[src/rtl/conv2d_crop_if.sv]
// Pixel streams around conv2d_crop: the result stream from the
// convolution core and the cropped output stream to write-back.
interface conv2d_crop_if;
    logic        pxl_ena_z;
    logic [31:0] pxl_z;
    logic        out_ena;
    logic [31:0] out_data;
    logic        out_eol;
    logic        out_eof;

    modport master (
        output pxl_ena_z, pxl_z,
        input  out_ena, out_data, out_eol, out_eof
    );

    modport slave (
        input  pxl_ena_z, pxl_z,
        output out_ena, out_data, out_eol, out_eof
    );
endinterface

[src/rtl/conv2d_crop.sv]
// Crops border results of the conv core, applies stride decimation, tags EOL/EOF.
// Optional macro CONV2D_CROP_RELU_EN clamps negative kept results to +0.0.
module conv2d_crop #(
    parameter int C_WIDTH = 9,
    parameter int KS      = 3
) (
    input  logic               clk,
    input  logic               rst_n,
    input  logic               param_ena,
    input  logic [C_WIDTH-1:0] param_width_in,
    input  logic [C_WIDTH-1:0] param_height_in,
    input  logic               param_stride,
    conv2d_crop_if.slave       bus,
    output logic               frame_done,
    output logic               err_unarmed
);

    typedef enum logic [1:0] {IDLE, ARMED, RUN} state_t;

    localparam logic [C_WIDTH-1:0] KM1 = C_WIDTH'(KS - 1);
    localparam logic [C_WIDTH:0]   ONE = (C_WIDTH+1)'(1);

    state_t             state_q, state_d;
    logic [C_WIDTH-1:0] col_q, col_d;
    logic [C_WIDTH-1:0] row_q, row_d;
    logic [C_WIDTH-1:0] wm1_q, wm1_d;
    logic [C_WIDTH-1:0] hm1_q, hm1_d;
    logic               stride_q, stride_d;
    logic               ena_q, ena_d;
    logic [31:0]        data_q, data_d;
    logic               eol_q, eol_d;
    logic               eof_q, eof_d;
    logic               done_q, done_d;
    logic               err_q, err_d;

    logic               take;
    logic               keep;
    logic               col_eol;
    logic               row_eof;
    logic               col_last;
    logic               row_last;
    logic [C_WIDTH-1:0] col_off;
    logic [C_WIDTH-1:0] row_off;
    logic [31:0]        pxl_out;

    always_comb begin
        col_off  = col_q - KM1;
        row_off  = row_q - KM1;
        col_last = (col_q == wm1_q);
        row_last = (row_q == hm1_q);
        keep = (col_q >= KM1) && (row_q >= KM1) &&
               (!stride_q || (!col_off[0] && !row_off[0]));
        // stride 2: if W-1 itself is off-grid, the kept column just before it ends the row
        col_eol = col_last ||
                  (stride_q && ({1'b0, col_q} + ONE == {1'b0, wm1_q}));
        row_eof = row_last ||
                  (stride_q && ({1'b0, row_q} + ONE == {1'b0, hm1_q}));
        take = bus.pxl_ena_z && !param_ena && (state_q != IDLE);
    end

`ifdef CONV2D_CROP_RELU_EN
    assign pxl_out = bus.pxl_z[31] ? 32'h0000_0000 : bus.pxl_z;
`else
    assign pxl_out = bus.pxl_z;
`endif

    always_comb begin
        state_d  = state_q;
        col_d    = col_q;
        row_d    = row_q;
        wm1_d    = wm1_q;
        hm1_d    = hm1_q;
        stride_d = stride_q;
        ena_d    = 1'b0;
        data_d   = data_q;
        eol_d    = 1'b0;
        eof_d    = 1'b0;
        done_d   = 1'b0;
        err_d    = err_q | (bus.pxl_ena_z && (state_q == IDLE));

        if (param_ena) begin
            state_d  = ARMED;
            col_d    = '0;
            row_d    = '0;
            wm1_d    = (param_width_in == '0) ? '0 : param_width_in - 1'b1;
            hm1_d    = (param_height_in == '0) ? '0 : param_height_in - 1'b1;
            stride_d = param_stride;
        end else if (take) begin
            state_d = RUN;
            ena_d   = keep;
            eol_d   = keep && col_eol;
            eof_d   = keep && col_eol && row_eof;
            if (keep) begin
                data_d = pxl_out;
            end
            if (col_last) begin
                col_d = '0;
                if (row_last) begin
                    row_d   = '0;
                    state_d = ARMED;
                    done_d  = 1'b1;
                end else begin
                    row_d = row_q + 1'b1;
                end
            end else begin
                col_d = col_q + 1'b1;
            end
        end
    end

    always_ff @(posedge clk) begin
        if (!rst_n) begin
            state_q  <= IDLE;
            col_q    <= '0;
            row_q    <= '0;
            wm1_q    <= '0;
            hm1_q    <= '0;
            stride_q <= 1'b0;
            ena_q    <= 1'b0;
            data_q   <= '0;
            eol_q    <= 1'b0;
            eof_q    <= 1'b0;
            done_q   <= 1'b0;
            err_q    <= 1'b0;
        end else begin
            state_q  <= state_d;
            col_q    <= col_d;
            row_q    <= row_d;
            wm1_q    <= wm1_d;
            hm1_q    <= hm1_d;
            stride_q <= stride_d;
            ena_q    <= ena_d;
            data_q   <= data_d;
            eol_q    <= eol_d;
            eof_q    <= eof_d;
            done_q   <= done_d;
            err_q    <= err_d;
        end
    end

    assign bus.out_ena  = ena_q;
    assign bus.out_data = data_q;
    assign bus.out_eol  = eol_q;
    assign bus.out_eof  = eof_q;
    assign frame_done   = done_q;
    assign err_unarmed  = err_q;

endmodule
[src/flat_wrapper.sv]
// flat-port wrapper written by rule: the top's interface ports become plain ports
module conv2d_crop_flat 
#(
    parameter int C_WIDTH = 9,
    parameter int KS      = 3
)
  (clk, rst_n, param_ena, param_width_in, param_height_in, param_stride, frame_done, err_unarmed, bus_pxl_ena_z, bus_pxl_z, bus_out_ena, bus_out_data, bus_out_eol, bus_out_eof);
  conv2d_crop_if bus_i ();
  input  logic clk;
  input  logic rst_n;
  input  logic param_ena;
  input  logic [C_WIDTH-1:0] param_width_in;
  input  logic [C_WIDTH-1:0] param_height_in;
  input  logic param_stride;
  output logic frame_done;
  output logic err_unarmed;
  input wire logic [$bits(bus_i.pxl_ena_z)-1:0] bus_pxl_ena_z;
  input wire logic [$bits(bus_i.pxl_z)-1:0] bus_pxl_z;
  output wire logic [$bits(bus_i.out_ena)-1:0] bus_out_ena;
  output wire logic [$bits(bus_i.out_data)-1:0] bus_out_data;
  output wire logic [$bits(bus_i.out_eol)-1:0] bus_out_eol;
  output wire logic [$bits(bus_i.out_eof)-1:0] bus_out_eof;
  assign bus_i.pxl_ena_z = bus_pxl_ena_z;
  assign bus_i.pxl_z = bus_pxl_z;
  assign bus_out_ena = bus_i.out_ena;
  assign bus_out_data = bus_i.out_data;
  assign bus_out_eol = bus_i.out_eol;
  assign bus_out_eof = bus_i.out_eof;
  conv2d_crop #(.C_WIDTH(C_WIDTH), .KS(KS)) u_core (.clk(clk), .rst_n(rst_n), .param_ena(param_ena), .param_width_in(param_width_in), .param_height_in(param_height_in), .param_stride(param_stride), .bus(bus_i), .frame_done(frame_done), .err_unarmed(err_unarmed));
endmodule
[config.mk]
export PLATFORM = sky130hd
export DESIGN_NAME = conv2d_crop_flat
export DESIGN_NICKNAME = d
export VERILOG_FILES = /design/src/rtl/conv2d_crop_if.sv /design/src/rtl/conv2d_crop.sv /design/src/flat_wrapper.sv
export SDC_FILE = /design/constraint.sdc
export NUM_CORES = 1
export LEC_CHECK = 0
export CORE_ASPECT_RATIO = 1.4
export CORE_MARGIN = 1
export CORE_UTILIZATION = 45
export DETAILED_ROUTE_END_ITERATION = 8
export PLACE_DENSITY = 0.76
export SYNTH_ARGS = -nofsm -noshare
export SYNTH_HDL_FRONTEND = slang
export SYNTH_SLANG_ARGS = --single-unit
[constraint.sdc]
create_clock -name clk -period 2.66 [get_ports clk]
set_clock_uncertainty 0.05 [all_clocks]
set_input_delay 0.532 -clock clk [delete_from_list [all_inputs] [get_ports clk]]
set_output_delay 0.532 -clock clk [all_outputs]
set_load 0.01 [all_outputs]
Yosys cells after proc, flatten, opt, wreduce, memory -nomap -nowiden. Cells that the tools add are included.

Bits in registers: 76. Output and inout port bits: 37. Word-level logic and storage cells: 68.

Add/subtract/negate cells: 8. $lt $le $gt $ge: 2. Equality and inequality tests: 4. Muxes and demuxes: 9. Bitwise operators: 5. Reductions and logical operators: 27.

Operator list (count): 9-bit two-way mux (4); 9-bit by 1-bit adder with 10-bit output (second input constant) (2); 10-bit by 9-bit equality test with 1-bit output (2); 9-bit by 1-bit adder with 9-bit output (second input constant) (2); 9-bit equality test (2); 9-bit by 2-bit >= comparator with 1-bit output (second input constant) (2); 9-bit logical NOT (2); 9-bit by 1-bit subtractor with 9-bit output (second input constant) (2); 1-bit logical AND (10); 1-bit logical NOT (4); 2-bit two-way mux (2); 1-bit NOT (4); 2-bit nonzero test (2); 4-bit OR reduction (1); 1-bit logical OR (3); 1-bit two-way mux (3); 3-bit AND reduction (1); 3-bit OR reduction (1); 2-bit logical NOT (1); 2-bit AND reduction (1); 2-bit OR reduction (1); 1-bit subtractor (second input constant) (2); 1-bit OR (1).

Logic depth before layout (Yosys ltp).
Depth after elaboration: 7. Gate-level depth with buffers: 9. Mapped depth without buffers: 8.

Worst setup path after synthesis. Ideal clock, no wire load.

Path kind: reg-to-reg. Start: register u_core.col_q[4]. End: register u_core.row_q[2]. Library setup time: 0.070 ns. Arrival: 2.101 ns. Data required time: 2.540 ns. Slack: 0.438 ns. Cell stages (with the launch flop): 8. Period minus slack after synthesis: 2.222 ns. Cells stage by stage: dfxtp_1 > buf_2 > xnor2_2 > or4b_4 > nor3_4 > nand2_4 > or4b_1 > a21oi_1.

Longest elaborated chain between the ends: 2.

Ends and longest elaborated chain: start: declaration (line conv2d_crop.sv:24) `logic [C_WIDTH-1:0] col_q, col_d;`; start signal: assignment (line conv2d_crop.sv:127) `col_q <= col_d;`; 9-bit equality test (line conv2d_crop.sv:49) `col_last = (col_q == wm1_q);`; 2-bit AND reduction (no source line); end signal: assignment (line conv2d_crop.sv:128) `row_q <= row_d;`; end: declaration (line conv2d_crop.sv:25) `logic [C_WIDTH-1:0] row_q, row_d;`.

Every way passes these cells. A chain may end at the register's enable or synchronous reset.

Worst setup path in the final report.
Start: register u_core.col_q[0]. End: register u_core.eof_q (netlist: u_core.bus.out_eof).

Longest elaborated chain between the ends: 7.

Ends and longest elaborated chain: branches (longest 5 deep; another with 9-bit by 1-bit adder with 10-bit output); 1-bit logical AND * (2 in a row) (line conv2d_crop.sv:92) `eof_d = keep && col_eol && row_eof;`; end signal: assignment (line conv2d_crop.sv:135) `eof_q <= eof_d;`; end: declaration (line conv2d_crop.sv:32) `logic eof_q, eof_d;`.

Every way passes the cells marked *.

==> flow_results.org <==
** Status
- The flow ran to the end, and the final reports show no timing, DRC or antenna violations.

** Logic synthesis
- Avg Cell Area, Syn :: about 8.8 um2
- Sequential elements use 40.5% of the synthesized area.
- Instance count of the mapped netlist :: 427
- Among all flip-flop cells after synthesis, the most frequent one is sky130_fd_sc_hd__dfxtp_1.
- Number of enable flip-flop cells after synthesis :: 0
- Proportion of register bits with asynchronous set or reset after synthesis :: 0%
- By area the synthesized netlist is led by sky130_fd_sc_hd__dfxtp_1, sky130_fd_sc_hd__mux2i_1, sky130_fd_sc_hd__xnor2_1.
- Synth warn :: 0
- The biggest area contributor in the post-synthesis netlist is sky130_fd_sc_hd__dfxtp_1.
- When the netlist entered floorplanning its net count stood at 488.
- Share of the synthesized area in the top cell type :: 40.5%
- Number of distinct library cell variants in the gate-level netlist after synthesis :: 44
- Post-synth design cell area :: approximately 3800 um2
- In this run, synthesis produced a sequential element count of 76.

** Power
- Clk pwr share :: 45.5%
- Total power divided by cell area :: 518 nW/um2
- The worst-case IR drop observed on VDD is 0.351 mV.
- In this run the power spent charging and discharging nets is 0.000619 W.
- Leak Pwr :: 2.01 nW
- Sequential cell fraction of total power :: 44.5%
- P_int :: ~0.0020 W
- Share of power burned in combinational logic :: around a tenth
- Switching share of power :: 23.3%

** Run
- Total of max-cap violations :: 0

** Clock tree
- Skew-Pair Late Insertion Delay :: 340 ps
- The root buffer cell chosen for the clock tree is sky130_fd_sc_hd__clkbuf_16.
- H-Tree Level Count :: 3
- Count of hold-fix buffers inserted at cts :: 0
- Number of CTS-inserted buffers :: 9
- After clock tree synthesis, the clock-pin slew on the worst setup and hold paths is around 60 ps.
- Number of clock sinks :: between 70 and 80
- TritonCTS clock tree :: yes
- Once the clock tree was built, the setup fixing pass inserted 0 buffers.
- Buffer depth of the longest clock path :: 2

** Die
- Die extent in y :: 110 um
- The floorplan step defined a die boundary enclosing 8730 um2.
- Starting density of the core :: a little under half
- Area of the core region :: 8150 um2
- I/O pin total :: 92
- From left edge to right edge, the die measures ~80 um.
- In this run the core area contains 39 standard-cell rows.

** Critical path
- Startpoint kind of the worst setup timing path :: flip-flop
- Req. time, crit path :: 2830 ps
- WP buf/inv :: 0
- Endpoint of the lowest-slack register-to-register path :: u_core.bus.out_eof
- Critical-path cell list :: ha_1, nand3_1, nor3_2, xnor2_1, nor4b_1, o2111ai_1, a2111oi_1
- Broken down by cell family, the worst path's largest delay share belongs to simple AND/OR/NAND/NOR gates.
- The largest single stage delay on the critical path is around 480 ps.
- Along the worst path, the maximum fanout reaches 7.
- Class of the most critical setup path :: reg2reg
- Number of cells traversed by the worst register-to-register path :: 7
- The largest individual stage delay along the critical path comes from the cell sky130_fd_sc_hd__dfxtp_1.
- Endpoint type of the worst setup path :: flip-flop
- In this run the register-to-register setup slack is 230 ps.
- Worst R2R Start :: u_core.col_q[0]
- Endpoint arrival time on the critical path :: 2610 ps

** Timing
- Setup Viol. Count Final :: 0
- For the pin with the worst max-slew slack, the measured transition is 543 ps.
- In the finished design, the share of the clock period the worst path needs comes to 91.4%.
- The worst pin sits at a relative slew slack of between 60% and 70%.
- Final Hold Violating Endpoints :: 0
- The final number of max-transition violations is 0.
- RSZ-0062 raised after global routing :: false
- The routed design could run at a clock period as short as 2430 ps.
- Maximum clock frequency :: slightly above 400 MHz
- Setup TNS after final layout :: 0 ps
- Worst setup margin :: 228 ps

** Global routing
- After global routing the overflow that remains totals 0.
- Total global routing track utilization :: between 20% and 30%
- The first global-routing pass estimated 14.8 mm of wire.
- Antenna violations before repair :: 0
- The number of global-route vias before repair is 3,218.
- Entering global routing, the biggest net connects 34 pins.

** Routing
- First drt pass iteration count :: 4
- For this block, the initial DRC count from the detailed router was 133.
- The detailed router placed approximately 3,300 vias in this run.
- Dividing the detail-routed wire length by the instance count gives 14.8 um.
- Post-detailed-routing wire length :: 9.29 mm
- Using the TritonRoute via totals, the vias-per-cell ratio works out to 5.30.
- In this run the remaining antenna-violating nets after routing total 0.
- Total DRC errors in the routed layout :: 0

** Place
- During placement, the flow inserted port buffers numbering 91.
- Prior to clock tree synthesis, the placed netlist has a worst setup slack of 52.8 ps.
- Final weighted congestion in routability-driven placement :: 0.887
- Summed over all nets, the half-perimeter wirelength after detailed placement is around 7.0 mm.

** Hold path
- Hold crit path type :: reg2reg
- Cells on Worst Hold Path :: 2
- The path with the worst hold slack has its endpoint at u_core.hm1_q[6].
- Hold Path Origin :: u_core.hm1_q[6]

** Layout
- Layout area overhead :: 36.2%
- In the final design database the tool counted 583 nets.
- Fraction of layout cells with a size suffix above 1 :: 7.02%
- The number of antenna diodes in the final layout is 0.
## layout make-up
cell class | count | area (um2)
Clock inverter | 6 | 63.8
Fill cell | 714 | 3030
Clock buffer | 10 | 229
Sequential cell | 76 | 1520
Tap cell | 102 | 128
Timing Repair Buffer | 105 | 1030
Multi-Input combinational cell | 315 | 2100
Inverter | 15 | 56.3
## worst max path at each step
stage / start / to / slack (ps) / cells after the start
after floorplan: u_core.col_q[4] / u_core.row_q[2] / 440 / 7
after global placement: param_height_in[0] / u_core.hm1_q[3] / 140 / 9
after detailed placement: param_height_in[0] / u_core.hm1_q[2] / 50 / 9
after CTS: u_core.col_q[0] / u_core.bus.out_eof / 120 / 7
after global routing: u_core.col_q[0] / u_core.bus.out_eof / 30 / 7
final: u_core.col_q[0] / u_core.bus.out_eof / 230 / 7
## metal layers
metal  part of all wire (%)  wire length [um]  track usage, %
met1                     38              3520            22.7
met2                     55              5090            41.3
met3                    3.4               314            5.19
met4                    3.9               360            12.9
met5                      0                 0               0
## cells by family after synthesis
logic type,Yosys count,synth area share [%]
and+or+nand+nor,167,23.8
DFF,76,40.5
AOI/OAI and AO/OA,61,9.61
xor gates and xnor gates,48,11.4
buffers and inverters,36,3.96
muxes,33,8.78
adders and majority gates,6,2.00
## layout by cell type (no fill, tap or decap), types with 2 or more instances in the layout
master	n
sky130_fd_sc_hd__mux2i_1	33
sky130_fd_sc_hd__nor4_1	4
sky130_fd_sc_hd__dfxtp_1	76
sky130_fd_sc_hd__clkdlybuf4s50_1	91
sky130_fd_sc_hd__xnor2_1	31
sky130_fd_sc_hd__inv_1	15
sky130_fd_sc_hd__nor3_1	16
sky130_fd_sc_hd__o21ai_0	26
sky130_fd_sc_hd__ha_1	6
sky130_fd_sc_hd__a21oi_1	15
sky130_fd_sc_hd__nand2b_1	4
sky130_fd_sc_hd__xor2_1	16
sky130_fd_sc_hd__nand2_1	30
sky130_fd_sc_hd__a21boi_0	4
sky130_fd_sc_hd__or3_1	7
sky130_fd_sc_hd__clkbuf_16	9
sky130_fd_sc_hd__clkinvlp_4	2
sky130_fd_sc_hd__o311ai_0	2
sky130_fd_sc_hd__buf_4	13
sky130_fd_sc_hd__clkinv_2	2
sky130_fd_sc_hd__nor2b_1	36
sky130_fd_sc_hd__nand3_1	16
sky130_fd_sc_hd__nor2_1	35
sky130_fd_sc_hd__nor3b_1	4
sky130_fd_sc_hd__o22ai_1	3
sky130_fd_sc_hd__nand4_1	4
sky130_fd_sc_hd__o211ai_1	3
## tightest hold or removal path, cell delays in order, from the launching register on
cell and delay (ps):
sky130_fd_sc_hd__dfxtp_1 320, sky130_fd_sc_hd__nand2_1 50, sky130_fd_sc_hd__o21ai_0 60
## Yosys cell counts (2+ instances only)
cell / number
sky130_fd_sc_hd__o21ai_0: 26
sky130_fd_sc_hd__nor2_1: 35
sky130_fd_sc_hd__mux2i_1: 33
sky130_fd_sc_hd__nand2b_1: 4
sky130_fd_sc_hd__o211ai_1: 3
sky130_fd_sc_hd__buf_2: 5
sky130_fd_sc_hd__o311ai_0: 2
sky130_fd_sc_hd__nor3b_1: 4
sky130_fd_sc_hd__nand4_1: 4
sky130_fd_sc_hd__ha_1: 6
sky130_fd_sc_hd__nor4_1: 4
sky130_fd_sc_hd__clkbuf_1: 15
sky130_fd_sc_hd__or3_1: 7
sky130_fd_sc_hd__nand2_1: 30
sky130_fd_sc_hd__a21oi_1: 15
sky130_fd_sc_hd__a21boi_0: 4
sky130_fd_sc_hd__nand3_1: 16
sky130_fd_sc_hd__nor2b_1: 36
sky130_fd_sc_hd__dfxtp_1: 76
sky130_fd_sc_hd__inv_1: 15
sky130_fd_sc_hd__xor2_1: 16
sky130_fd_sc_hd__o22ai_1: 3
sky130_fd_sc_hd__xnor2_1: 31
sky130_fd_sc_hd__nor3_1: 17
## flip-flops by register name (all words and copies together) (netlist names)
signal               cells
u_core.bus.out_data     32
u_core.bus.out_ena       1
u_core.bus.out_eof       1
u_core.bus.out_eol       1
u_core.col_q             9
u_core.err_unarmed       1
u_core.frame_done        1
u_core.hm1_q             9
u_core.row_q             9
u_core.state_q           2
u_core.stride_q          1
u_core.wm1_q             9
## per-stage QoR
stage	instance area [um2]	hold WS [ps]	power [W]	std cells	util [%]
global placement	4820	409	0.00147	613	59.2
CTS	5120	428	0.00267	629	62.8
floorplan	3760	394	0.00133	427	-
finish	5120	423	0.00266	629	62.9
global route	5120	462	0.00275	629	62.9
detailed placement	4820	415	0.00147	613	59.2
## timing repair
| item | CTS | global route |
|---|---|---|
| endpoints found under the setup margin | 0 | 1 |
| resized for setup | 0 | 2 |
| endpoints found under the hold margin | 0 | 0 |
## power groups by stage
stage	clock [W]	combinational, W	sequential (W)
global placement	0	0.000260	0.00121
global route	0.00127	0.000290	0.00119
floorplan	0	0.000131	0.00120
finish	0.00121	0.000266	0.00118
CTS	0.00122	0.000267	0.00118
detailed placement	0	0.000265	0.00121
(Power assumes the default switching activity.)
